==> config.mk <==
export PLATFORM = sky130hd
export DESIGN_NAME = muscle_tdm_sched
export DESIGN_NICKNAME = d
export VERILOG_FILES = /design/src/rtl/muscle_tdm_sched.sv
export SDC_FILE = /design/constraint.sdc
export NUM_CORES = 1
export LEC_CHECK = 0
export CAP_MARGIN = 20
export CORE_UTILIZATION = 52
export DETAILED_ROUTE_END_ITERATION = 12
export HOLD_SLACK_MARGIN = 0.12
export PLACE_DENSITY = 0.8
export SETUP_SLACK_MARGIN = 0.5
export SYNTH_ARGS = -nofsm -noshare
export SYNTH_HDL_FRONTEND = slang
export SYNTH_SLANG_ARGS = --single-unit
==> constraint.sdc <==
create_clock -name clk -period 8.8 [get_ports clk]
set_clock_uncertainty 0.15 [all_clocks]
set_input_delay 2.2 -clock clk [delete_from_list [all_inputs] [get_ports clk]]
set_output_delay 2.2 -clock clk [all_outputs]
set_load 0.02 [all_outputs]
==> src/rtl/muscle_tdm_sched.sv <==
// ============================================================================
// Module   : muscle_tdm_sched
// Purpose  : Time-division scheduler sharing one muscle core across NCH channels.
// Revision : 1.0
// ============================================================================
`default_nettype none

module muscle_tdm_sched #(
  parameter int NCH = 8,
  parameter int TMO = 64
) (
  input  logic                  clk,
  input  logic                  reset,
  input  logic                  en,
  input  logic                  tick,
  input  logic [NCH*32-1:0]     spike_cnt_flat,
  output logic                  core_start,
  output logic [((NCH > 1) ? $clog2(NCH) : 1)-1:0] core_ch,
  output logic [31:0]           core_in,
  input  logic                  core_done,
  input  logic [31:0]           core_out,
  output logic [NCH*32-1:0]     force_flat,
  output logic                  frame_done,
  output logic                  busy,
  output logic                  overrun,
  output logic                  timeout_err,
  output logic [7:0]            overrun_cnt
);

  localparam int c_cw = (NCH > 1) ? $clog2(NCH) : 1;
  localparam int c_tw = $clog2(TMO + 1);
  localparam logic [c_cw-1:0] c_last = c_cw'(NCH - 1);
  localparam logic [c_tw-1:0] c_tmo  = c_tw'(TMO);

  typedef enum logic [1:0] {
    S_IDLE  = 2'd0,
    S_ISSUE = 2'd1,
    S_WAIT  = 2'd2,
    S_DONE  = 2'd3
  } state_t;

  state_t            r_state;
  state_t            w_state_nxt;
  logic [c_cw-1:0]   r_ch;
  logic [c_tw-1:0]   r_wdog;
  logic [31:0]       r_shadow [NCH];
  logic [31:0]       r_result [NCH];
  logic [NCH*32-1:0] r_force;
  logic              r_overrun;
  logic              r_timeout;
  logic [7:0]        r_ovr_cnt;

  logic w_in_wait;
  logic w_advance;
  logic w_timeout;
  logic w_last;
  logic w_start_frame;
  logic w_drop_tick;

  assign w_in_wait     = (r_state == S_WAIT);
  assign w_advance     = w_in_wait && (core_done || (r_wdog == c_tmo));
  assign w_timeout     = w_in_wait && !core_done && (r_wdog == c_tmo);
  assign w_last        = (r_ch == c_last);
  assign w_start_frame = (r_state == S_IDLE) && tick && en;
  assign w_drop_tick   = (r_state != S_IDLE) && tick && en;

  always_comb begin
    w_state_nxt = r_state;
    case (r_state)
      S_IDLE:  if (tick && en) w_state_nxt = S_ISSUE;
      S_ISSUE: w_state_nxt = S_WAIT;
      S_WAIT:  if (w_advance) w_state_nxt = w_last ? S_DONE : S_ISSUE;
      S_DONE:  w_state_nxt = S_IDLE;
      default: w_state_nxt = S_IDLE;
    endcase
  end

  always_ff @(posedge clk) begin
    if (reset) begin
      r_state   <= S_IDLE;
      r_ch      <= '0;
      r_wdog    <= '0;
      r_force   <= '0;
      r_overrun <= 1'b0;
      r_timeout <= 1'b0;
      r_ovr_cnt <= 8'd0;
      for (int k = 0; k < NCH; k++) begin
        r_shadow[k] <= 32'd0;
        r_result[k] <= 32'd0;
      end
    end else begin
      r_state <= w_state_nxt;

      if (w_start_frame) begin
        for (int k = 0; k < NCH; k++) begin
          r_shadow[k] <= spike_cnt_flat[32*k +: 32];
        end
        r_ch <= '0;
      end

      if (r_state == S_ISSUE) begin
        r_wdog <= '0;
      end else if (w_in_wait && !w_advance) begin
        r_wdog <= r_wdog + c_tw'(1);
      end

      // On timeout the old result is kept; only a real answer overwrites it.
      if (w_advance) begin
        if (core_done) begin
          r_result[r_ch] <= core_out;
        end
        if (w_last) begin
          for (int k = 0; k < NCH; k++) begin
            r_force[32*k +: 32] <= (core_done && (k == NCH - 1)) ? core_out : r_result[k];
          end
        end else begin
          r_ch <= r_ch + c_cw'(1);
        end
      end

      if (w_timeout) begin
        r_timeout <= 1'b1;
      end

      if (w_drop_tick) begin
        r_overrun <= 1'b1;
        if (r_ovr_cnt != 8'hFF) begin
          r_ovr_cnt <= r_ovr_cnt + 8'd1;
        end
      end
    end
  end

  assign core_start  = (r_state == S_ISSUE);
  assign core_ch     = ((r_state == S_ISSUE) || w_in_wait) ? r_ch : '0;
  assign core_in     = ((r_state == S_ISSUE) || w_in_wait) ? r_shadow[r_ch] : 32'd0;
  assign force_flat  = r_force;
  assign frame_done  = (r_state == S_DONE);
  assign busy        = (r_state != S_IDLE);
  assign overrun     = r_overrun;
  assign timeout_err = r_timeout;
  assign overrun_cnt = r_ovr_cnt;

endmodule

`default_nettype wire

== Yosys cells after proc, flatten, opt, wreduce, memory -nomap -nowiden ==
Memories as Yosys holds them, arrays and structs flattened. A register that Yosys moved wholly into a read port is not among the register bits.
Index checks and enable logic that the tools add are counted.
Storage, ports and cells
  memories: 2
  flip-flop bits (word level): 22
  output and inout port bits: 304
  RAM bits: 512
  logic and storage cells: 77
Memories
  r_result: depth 8, width 32, rd ports 8, clocked after memory_dff 8, write ports 8, RTL line 47  | logic [31:0] r_result [NCH];
  r_shadow: depth 8, width 32, rd ports 1, clocked after memory_dff 1, write ports 8, RTL line 46  | logic [31:0] r_shadow [NCH];
Operators by class
  reductions and logical operators: 20
  bitwise operators: 8
  multiplexer cells: 30
  equal/unequal tests: 8
  add/sub/neg operators: 3
Operators by type and width (number)
  32-bit two-way mux: 10
  32-bit OR reduction: 1
  3-bit two-way mux: 6
  1-bit two-way mux: 10
  1-bit logical AND: 9
  8-bit by 1-bit adder with 8-bit output, second input constant: 1
  8-bit inequality test, second input constant: 1
  1-bit OR: 8
  2-bit case mux with 4 select lines: 1
  7-bit by 1-bit adder with 7-bit output, second input constant: 1
  7-bit equality test, second input constant: 1
  2-bit two-way mux: 3
  2-bit AND reduction: 3
  2-bit equality test, second input constant: 2
  2-bit by 1-bit inequality test with 1-bit output, second input constant: 2
  3-bit by 1-bit adder with 3-bit output, second input constant: 1
  3-bit equality test, second input constant: 1
  2-bit by 1-bit equality test with 1-bit output, second input constant: 1
  1-bit zero test: 2
  2-bit zero test: 1
  1-bit logical OR: 2
  2-bit nonzero test: 1
  2-bit OR reduction: 1

== Depth between registers and ports, before layout ==
  depth in word-level cells: 8
  gate-level depth with buffers: 10
  gate-level depth less buffers: 6

== Least setup slack after synthesis ==
OpenSTA, ideal clock, no wires.
  path type: input -> register
  start: in reset
  end: mem r_shadow[0][0], enable pin
  required time: 8044 ps
  slack: 570 ps
  stages: 3
  buffers on the path: 1
  arrival: 7474 ps
  setup time: 606 ps
  cell sequence: clkbuf_1 a31oi_1 inv_1
RTL lines
  start: declaration: RTL line 13  | input logic reset,
  end: declaration: RTL line 46

==> impl_metrics.yaml <==
synthesis:
  synthSimpleGateAreaFrac_pct: 18.9
  ys_ff_latch: 790
  synth_ff_type: "edfxtp_1"
  synthXorXnorAreaFrac_pct: 0.276
  ys_warn_count: 0
  syn_area_um2: 31700
  synthesis.nets: 3012
  yosysUniqueCellTypes: 50
  yosys.area_share.adder_pct: 0.434
  yosysSeqAreaShare_pct: 66.0
  synthArstFlopShare_pct: 0
  synth.avg_cell_area_um2: 11.7
  synth_edf_count: 512
  synthMuxAreaShare_pct: 0.189
  synth_cells: 2708
  synth_compound_area_share_pct: 10.8
  synth_top_family_by_area: "simple AND/OR/NAND/NOR gates"
timing:
  timing.final.crit_share_pct: 68.7
  rsz0062_at_grt: "no"
  fin_crit_ns: 6.04
  tightest_slew_ns: 1.08
  final-hold-violation-count: 0
  relSlewSlack_pct: 28.2
  fmax_ghz: 0.165
  finalSetupViolCount: 0
  setup_tns_ns: 0
  drv_slew: 0
clock_network:
  cts_resized: 0
  cts_hold_buf: 0
  post-cts-setup-buffers: 0
  clockBufferDepth: 3
  clk_pin_slew_ns: 0.06
  ctsRootBufferMaster: "clkbuf_16"
  cts.sinks: 790
  cts_inserted_buffers: 81
  clk_latency_ns: 0.62
  cts_tree: "yes"
  cts_max_level: 3
power:
  power.density_nw_per_um2: 207
  ir_drop_uv: 156
  leakage_nw: 14.1
min_path:
  min_path_type: "register to register"
  holdPathEnd: "force_flat[39]$_SDFFE_PP0P_"
  hold_path_depth: 2
  hp-start: "force_flat[39]$_SDFFE_PP0P_"
die:
  die_x_um: 249
  num_rows: 90
  start_util_pct: 52.6
  die_h_um: 249
  ios: 597
  coreArea_um2: 60400
  dieArea_um2: 62000
place:
  placedCellCount: 3880
  port_buffers: 596
  post-dp-hpwl_um: 62400
  routabilityCongestion: 0.920
global_routing:
  grt_usage_pct: 29.8
  antenna_found_initial: 27
  grt_pass1_vias: 22900
  grt_max_degree: 201
  gr-total-overflow: 0
  grt_pass1_wl_um: 139000
drt:
  antenna_left: 0
  wl_um: 93800
  route.detailed.drc: 0
  viasPerCell: 5.70
  drt-initial-drc-count: 2170
  dr.pass1.iters: 6
  vias: 23100
  wl_per_cell_um: 23.1
finish:
  final_cell_mix: "595 x clkdlybuf4s50_1, 512 x edfxtp_1, 449 x and2_1"
  final_common_cell: "clkdlybuf4s50_1"
  fillers: 4248
  final_cells: 4052
  area.growth.synth_to_final_pct: 28.2
  drive_gt1_share_pct: 7.23
  final_nets: 3487
setup_path:
  reg2reg_slack_ns: 5.23
  r2r-end: "r_result[4][7]$_SDFFCE_PN0P_"
  path_class: "register to output pin"
  cp_cell_sequence: "inv_1 -> nor3_4 -> buf_4 -> a22oi_1 -> a31oi_1 -> clkdlybuf4s50_1"
  ff2ff_path_depth: 6
  required_ns: 6.45
  max_stage_delay_ns: 0.80
  cp-start-kind: "register"
  crit_path_end_kind: "output pin"
  worstPathMaxFanout: 32
  worstPathArrival_ns: 3.69
  critPathSlowestCell: "dfxtp_1"
  r2r_start: "r_ch[2]$_SDFF_PP0_"
flow_run:
  maxCapViolations: 0
status:
  status: "completed"
## worst max-delay path, delay by kind of cell, from the launching register on
family                 cells  cell delay [ns]
buffers and inverters      3             1.48
AND/OR/NAND/NOR            1             0.23
flip-flops                 1             0.80
AO/OA/AOI/OAI              2             0.55
## where the power goes
group,switching [W],internal (W),total (W),leakage (nW)
logic,0.000463,0.000305,0.000767,5.29
clock network,0.00146,0.00191,0.00337,1.28
registers,0.0000857,0.00420,0.00428,7.58
## metal layers
layer	vias up	share of wire, %	track usage (%)
met5	-	0.059	0
met4	8	5.8	16.8
li1	10400	-	-
met3	238	8.9	6.41
met1	11200	37	35.7
met2	1221	48	50.0
## per-stage QoR
| stage | utilization (%) | cell area, um^2 | total power [W] | hold slack [ns] | worst slack [ns] |
|---|---|---|---|---|---|
| 2_1_floorplan | - | 31700 | 0.00472 | 0.321 | 0.570 |
| 3_3_place_gp | 62.9 | 38000 | 0.00510 | 0.293 | 3.47 |
| 3_5_place_dp | 63.0 | 38000 | 0.00512 | 0.298 | 3.38 |
| 4_1_cts | 67.3 | 40600 | 0.00845 | 0.306 | 2.74 |
| 5_1_grt | 67.4 | 40700 | 0.00866 | 0.323 | 2.61 |
| 6_report | 67.4 | 40700 | 0.00842 | 0.304 | 2.76 |
## flip-flops by register name, summed over array words and instances, names as in the netlist
| name | count |
|---|---|
| force_flat | 256 |
| r_result | 256 |
| r_shadow | 256 |
| overrun_cnt | 8 |
| r_wdog | 7 |
| r_ch | 3 |
| r_state | 2 |
| overrun | 1 |
| timeout_err | 1 |
## how the worst max path moves through the flow
stage / from / endpoint / cells past startpoint
after floorplan: reset / r_shadow[0][0]$_SDFFCE_PN0P_ / 3
after global placement: core_done / force_flat[197]$_SDFFE_PP0P_ / 6
after detailed placement: core_done / force_flat[180]$_SDFFE_PP0P_ / 6
after CTS: r_ch[0]$_SDFF_PP0_ / core_in[22] / 6
after global routing: r_ch[0]$_SDFF_PP0_ / core_in[22] / 6
final: r_ch[0]$_SDFF_PP0_ / core_in[22] / 6
## synth_stat cells, drive strengths merged (2+ instances only)
| library cell | n | area share, % |
|---|---|---|
| or2 | 12 | 0.24 |
| and2 | 449 | 8.8 |
| nand2 | 427 | 5.0 |
| and4b | 3 | 0.095 |
| a22oi | 68 | 1.6 |
| clkbuf | 164 | 1.9 |
| o211ai | 3 | 0.071 |
| a211oi | 32 | 0.85 |
| nor2 | 122 | 1.5 |
| mux2i | 6 | 0.19 |
| and3 | 4 | 0.079 |
| nor3 | 6 | 0.14 |
| xor2 | 9 | 0.25 |
| inv | 12 | 0.14 |
| a21oi | 198 | 3.1 |
| nor2b | 65 | 1.3 |
| a221oi | 30 | 0.83 |
| a311oi | 64 | 2.6 |
| edfxtp | 512 | 48 |
| and3b | 3 | 0.083 |
| nand4 | 6 | 0.12 |
| nor4 | 3 | 0.12 |
| buf | 72 | 1.4 |
| nand2b | 3 | 0.059 |
| nand3 | 68 | 1.1 |
| o21ai | 4 | 0.075 |
| ha | 11 | 0.43 |
| a31oi | 31 | 0.61 |
| a41oi | 2 | 0.055 |
| or3 | 2 | 0.039 |
| dfxtp | 278 | 18 |
| a22o | 30 | 0.83 |
## kinds of logic (layout without fill, tap and decap cells)
group | count (synthesis) | after routing
DFF | 790 | 790
AOI/OAI and AO/OA | 465 | 465
adders and majority gates | 11 | 11
buffers and inverters | 249 | 793
and+or+nand+nor | 1177 | 1177
other | 0 | 18
muxes | 6 | 6
xor gates and xnor gates | 10 | 10
## cell type report
| class | instances | area (um^2) | area share, % |
|---|---|---|---|
| flip-flops and latches | 790 | 20900 | 51.4 |
| inverters | 13 | 56.3 | 0.138 |
| multi-input cells | 1669 | 9780 | 24.0 |
| clock buffers | 116 | 2280 | 5.60 |
| well taps | 782 | 978 | 2.40 |
| diodes | 18 | 45.0 | 0.111 |
| repair buffers | 628 | 6280 | 15.4 |
| clock inverters | 36 | 342 | 0.839 |
Power figures use the tool's default switching activity.
